### config.mk
export PLATFORM = sky130hd
export DESIGN_NAME = mod_down_counter_flat
export DESIGN_NICKNAME = d
export VERILOG_FILES = /design/src/rtl/mod_down_counter_pkg.sv /design/src/rtl/mod_down_counter_if.sv /design/src/rtl/mod_limit_decode.sv /design/src/rtl/mod_down_counter.sv /design/src/flat_wrapper.sv
export SDC_FILE = /design/constraint.sdc
export NUM_CORES = 1
export LEC_CHECK = 0
export CORE_UTILIZATION = 47
export DETAILED_ROUTE_END_ITERATION = 12
export PLACE_DENSITY = 0.77
export SLEW_MARGIN = 10
export SYNTH_ARGS = -nofsm -noshare
export SYNTH_HDL_FRONTEND = slang
export SYNTH_SLANG_ARGS = --single-unit
export TNS_END_PERCENT = 50
### constraint.sdc
create_clock -name clk -period 2.2 [get_ports clk]
set_clock_uncertainty 0.2 [all_clocks]
set_input_delay 0.22 -clock clk [delete_from_list [all_inputs] [get_ports clk]]
set_output_delay 0.22 -clock clk [all_outputs]
set_load 0.01 [all_outputs]
### src/rtl/mod_down_counter_pkg.sv
// Shared definitions for the mode counters: select encoding, default width and
// the select-to-maximum mapping used by both the up and down counters.
package mod_down_counter_pkg;

  localparam int DEFAULT_WIDTH = 4;

  typedef enum logic [1:0] {
    SEL_HOLD  = 2'b00,
    SEL_MOD4  = 2'b01,
    SEL_MOD8  = 2'b10,
    SEL_MOD16 = 2'b11
  } sel_e;

  // Hold mode reports 15 so that a load under hold is masked to the full range.
  function automatic logic [DEFAULT_WIDTH-1:0] max_for_sel(input logic [1:0] sel);
    logic [DEFAULT_WIDTH-1:0] max_val;
    max_val = 4'd15;
    case (sel)
      SEL_MOD4:  max_val = 4'd3;
      SEL_MOD8:  max_val = 4'd7;
      SEL_MOD16: max_val = 4'd15;
      default:   max_val = 4'd15;
    endcase
    return max_val;
  endfunction

endpackage

### src/rtl/mod_down_counter_if.sv
// Control and status bundle of the selectable-modulus down counter.
interface mod_down_counter_if #(
  parameter int WIDTH   = 4,
  parameter int TALLY_W = 8
);

  logic [1:0]         select;
  logic               load;
  logic [WIDTH-1:0]   load_val;
  logic               enable;
  logic [WIDTH-1:0]   count;
  logic               tc;
  logic [TALLY_W-1:0] wraps;

  modport master (
    output select, load, load_val, enable,
    input  count, tc, wraps
  );

  modport slave (
    input  select, load, load_val, enable,
    output count, tc, wraps
  );

endinterface

### src/rtl/mod_limit_decode.sv
// Combinational select -> maximum count decoder, shared with the up counter so
// both directions agree on the wrap limits.
module mod_limit_decode
  import mod_down_counter_pkg::*;
#(
  parameter int WIDTH = DEFAULT_WIDTH
) (
  input  logic [1:0]       sel_i,
  output logic [WIDTH-1:0] max_o
);

  assign max_o = WIDTH'(max_for_sel(sel_i));

endmodule

### src/rtl/mod_down_counter.sv
// Selectable-modulus down counter with synchronous load, count enable, a
// registered terminal-count pulse and a saturating wrap tally.
module mod_down_counter
  import mod_down_counter_pkg::*;
#(
  parameter int WIDTH   = DEFAULT_WIDTH,
  parameter int TALLY_W = 8
) (
  input  logic              clk,
  input  logic              rst_n,
  mod_down_counter_if.slave bus
);

  logic [WIDTH-1:0]   max_val;
  logic [WIDTH-1:0]   count_q, count_d;
  logic               tc_q, tc_d;
  logic [TALLY_W-1:0] wraps_q, wraps_d;

  mod_limit_decode #(.WIDTH(WIDTH)) u_limit (
    .sel_i (bus.select),
    .max_o (max_val)
  );

  // NOTE: every output of this block gets a default first so no path leaves a
  // variable unassigned, which would otherwise infer a latch.
  always_comb begin
    count_d = count_q;
    wraps_d = wraps_q;
    tc_d    = 1'b0;
    if (bus.load) begin
      count_d = bus.load_val & max_val;
      wraps_d = '0;
    end else if (bus.select == SEL_HOLD || !bus.enable) begin
      count_d = count_q;
    end else if (count_q > max_val) begin
      // Only reachable after the select range shrinks: clamp without a wrap.
      count_d = max_val;
    end else if (count_q == '0) begin
      count_d = max_val;
      tc_d    = 1'b1;
      if (wraps_q != {TALLY_W{1'b1}}) begin
        wraps_d = wraps_q + 1'b1;
      end
    end else begin
      count_d = count_q - 1'b1;
    end
  end

  // NOTE: state registers use non-blocking assignments so every register
  // samples the pre-edge values regardless of statement order.
  always_ff @(posedge clk or negedge rst_n) begin
    if (!rst_n) begin
      count_q <= '0;
      tc_q    <= 1'b0;
      wraps_q <= '0;
    end else begin
      count_q <= count_d;
      tc_q    <= tc_d;
      wraps_q <= wraps_d;
    end
  end

  assign bus.count = count_q;
  assign bus.tc    = tc_q;
  assign bus.wraps = wraps_q;

endmodule

### src/flat_wrapper.sv
// flat-port wrapper written by rule: the top's interface ports become plain ports
module mod_down_counter_flat import mod_down_counter_pkg::*;
#(
  parameter int WIDTH   = DEFAULT_WIDTH,
  parameter int TALLY_W = 8
)
  (clk, rst_n, bus_select, bus_load, bus_load_val, bus_enable, bus_count, bus_tc, bus_wraps);
  mod_down_counter_if #(.WIDTH(WIDTH), .TALLY_W(TALLY_W)) bus_i ();
  input  logic clk;
  input  logic rst_n;
  input wire logic [$bits(bus_i.select)-1:0] bus_select;
  input wire logic [$bits(bus_i.load)-1:0] bus_load;
  input wire logic [$bits(bus_i.load_val)-1:0] bus_load_val;
  input wire logic [$bits(bus_i.enable)-1:0] bus_enable;
  output wire logic [$bits(bus_i.count)-1:0] bus_count;
  output wire logic [$bits(bus_i.tc)-1:0] bus_tc;
  output wire logic [$bits(bus_i.wraps)-1:0] bus_wraps;
  assign bus_i.select = bus_select;
  assign bus_i.load = bus_load;
  assign bus_i.load_val = bus_load_val;
  assign bus_i.enable = bus_enable;
  assign bus_count = bus_i.count;
  assign bus_tc = bus_i.tc;
  assign bus_wraps = bus_i.wraps;
  mod_down_counter #(.WIDTH(WIDTH), .TALLY_W(TALLY_W)) u_core (.clk(clk), .rst_n(rst_n), .bus(bus_i));
endmodule
==> reports/results.txt <==
Drt first-iter violations -> 27
Peak supply drop -> 449 µV
First-pass GRT wire length -> 3820 µm
Max_cap viols -> 0
# IOs -> 23
Post-Synth Adder-Cell Area -> 0.0997
Vias -> 938
GRT Total Usage -> 0.263
Fraction of synthesized cell area in xor and xnor cells -> 0.0199
Fin Hold WS -> 0.105 ns
PwrDens -> 502 mW/mm²
Row cnt -> 15
R2R depth -> 7
1st-pass router iterations -> 4
FF-to-FF End -> u_core.bus.wraps[5]$_DFFE_PN0P_
TritonCTS Sinks -> 13
Initial core utilization -> 0.503
Register-to-register setup slack -> 0.09 ns
Largest area contributor in the netlist -> dfrtp_1
Synth top area share -> 0.370
Post-Synth Simple-Gate Area -> 0.208
Routed wire length -> 2420 µm
Die Y -> 45.2 µm
Critical Path Source Type -> input port
Async S/R FF share, synth -> 1.00
Port bufs -> 22
Ys Warns -> 0
Avg Cell Area, Syn -> 8.87 µm²
Synth top cells by count -> 13 x dfrtp_1, 9 x a21oi_1, 7 x ha_1, 7 x inv_1, 7 x nand2_1
EDFF count, synth -> 0
Mux share of post-synthesis cell area -> 0.0114
Unrepaired setup endpoints after global routing -> false
Critical path class -> input port to flop
Hold_buf cts -> 0
Layout net count -> 160
Main combinational cell family by area after synthesis -> compound AO/OA/AOI/OAI gates
Post-route antenna net violation count -> 0
Seq/Total Area, Yosys -> 0.370
Longest Clk Path Bufs -> 2
Area grow syn2layout -> 53.6%
Minimum clock period -> 2.14 ns
Fmax -> 468 MHz
Clock tree from TritonCTS -> done
Post-synthesis instance total -> 99
Clk_lat worst skew -> 0.28 ns
Mapped Area -> 878 µm²
Arr. time, crit path -> 2.15 ns
Largest net degree at the start of global routing -> 17
Num CTS Buffers -> 3
Crit end category -> flop
Die width -> 45.2 µm
Count leader, synth -> dfrtp_1
Layout Cell Area excl Fill -> 0.00135 mm²
Final slew viol count -> 0
Ranking of synthesized cells by area -> dfrtp_1 37%, ha_1 10%, a21oi_1 5.1%
Post-synth top flop -> dfrtp_1
Tcrit/Tclk final -> 0.972
Remaining Overflow, GRT -> 0
P_leak -> 0.579 nW
Area after DPL -> 0.00125 mm²
Via/cell ratio -> 5.62
Worst-Margin Slew -> 0.587 ns
Syn nets -> 116
CTS clock-pin slew for the worst setup and hold paths -> 0.08 ns
Die footprint -> 0.00205 mm²
Max-slew headroom -> 0.607
DRC violations left -> 0
HP Class -> input port to async pin
Initial antenna violation count -> 0
CP max FO -> 6
Outcome -> complete, no violations
Final hold violations -> 0
CP required -> 2.21 ns
Number of global-route vias before repair -> 884
Ratio of cells with drive above 1 in the final layout -> 0.275
Core area -> 0.00175 mm²
HPWL after DPL -> 1710 µm
Final setup viols -> 0
RePlAce Congestion -> 0.906
Synth Register Bits -> 13
N_diodes -> 0
Reg2Reg Launch Point -> u_core.bus.count[3]$_DFFE_PN0P_
CTS Root Cell -> clkbuf_4
Synth cell types -> 33
Compound-Gate Fraction of Synth Area -> 0.229
Wirelength per Cell -> 14.5 µm
Clock H-tree levels -> 1
-- critical path, stage by stage --
cell and delay [ns]:
dlygate4sd2_1 0.24, inv_2 0.08, ha_4 0.22, ha_4 0.28, nand3_2 0.07, a21oi_2 0.18, o21ai_2 0.08, buf_6 0.14
or4_4 0.50, a21oi_2 0.13
-- flip-flops by register name (all words and copies together) (netlist names) --
signal,flops
u_core.bus.count,4
u_core.bus.tc,1
u_core.bus.wraps,8
-- final cells by class --
| type | count | area [µm²] |
|---|---|---|
| clock buffers | 4 | 26.3 |
| fillers | 132 | 397 |
| inverters | 7 | 26.3 |
| multi-input cells | 74 | 554 |
| flip-flops and latches | 13 | 325 |
| well taps | 25 | 31.3 |
| repair buffers | 44 | 385 |
-- repair_timing --
action | CTS | global route
setup endpoints to repair | 12 | 6
setup buffers | 2 | 0
pin swaps | 14 | 3
gates cloned | 1 | 0
resized for setup | 10 | 6
-- cells in the final DEF (no fill, tap or decap), types with 3 or more instances in the layout --
cell type | netlist | routed
a21oi_1 | 9 | 6
a21oi_2 | 0 | 3
buf_4 | 0 | 20
clkbuf_4 | 0 | 3
clkdlybuf4s50_1 | 0 | 20
dfrtp_1 | 13 | 13
ha_1 | 7 | 5
inv_1 | 7 | 5
nand2_1 | 7 | 7
nand4_1 | 3 | 3
nor2_1 | 4 | 4
o21ai_1 | 6 | 5
o31ai_1 | 6 | 5
or4_1 | 6 | 5
-- metrics by stage --
step / instances / utilization / setup TNS, ns / setup slack (ns) / total power, mW
after floorplan: 99 / - / -0.00831 / -0.00831 / 0.383
after CTS: 167 / 0.763 / 0 / 0.0716 / 0.671
after global placement: 160 / 0.715 / -5.86 / -0.597 / 0.492
after global routing: 167 / 0.773 / 0 / 0.0130 / 0.720
final: 167 / 0.773 / 0 / 0.0617 / 0.678
after detailed placement: 160 / 0.715 / -6.62 / -0.663 / 0.500
-- worst max-delay path by stage --
stage                                    start                               to  slack, ns  cells past startpoint
2_1_floorplan                    bus_select[1]  u_core.bus.wraps[1]$_DFFE_PN0P_     -0.008                      9
3_3_place_gp                     bus_select[0]  u_core.bus.wraps[4]$_DFFE_PN0P_      -0.60                     10
3_5_place_dp                     bus_select[0]  u_core.bus.wraps[3]$_DFFE_PN0P_      -0.66                     10
4_1_cts        u_core.bus.wraps[3]$_DFFE_PN0P_  u_core.bus.wraps[7]$_DFFE_PN0P_       0.07                      5
5_1_grt                          bus_select[1]  u_core.bus.wraps[2]$_DFFE_PN0P_       0.01                     10
6_report                         bus_select[1]  u_core.bus.wraps[5]$_DFFE_PN0P_       0.06                     10
-- cell families after synthesis --
kind of cell	count (synthesis)
XOR/XNOR	2
AO/OA/AOI/OAI	32
buffers and inverters	12
adder cells (fa/ha/maj)	7
multiplexers	1
AND/OR/NAND/NOR	32
flip-flops	13
-- report_power, final --
group | total [mW] | switching, mW | internal [mW]
Clock | 0.148 | 0.0777 | 0.0704
Sequential | 0.264 | 0.0125 | 0.251
Combinational | 0.266 | 0.127 | 0.139
Total | 0.678 | 0.217 | 0.461
-- routing by layer --
metal / vias to the layer above / GRT usage / routed length, µm
li1: 452 / - / -
met4: 0 / 0.0545 / 8
met2: 43 / 0.455 / 1220
met1: 441 / 0.324 / 1000
met3: 2 / 0.0720 / 192
met5: - / 0 / 0
Power figures use the tool's default switching activity.
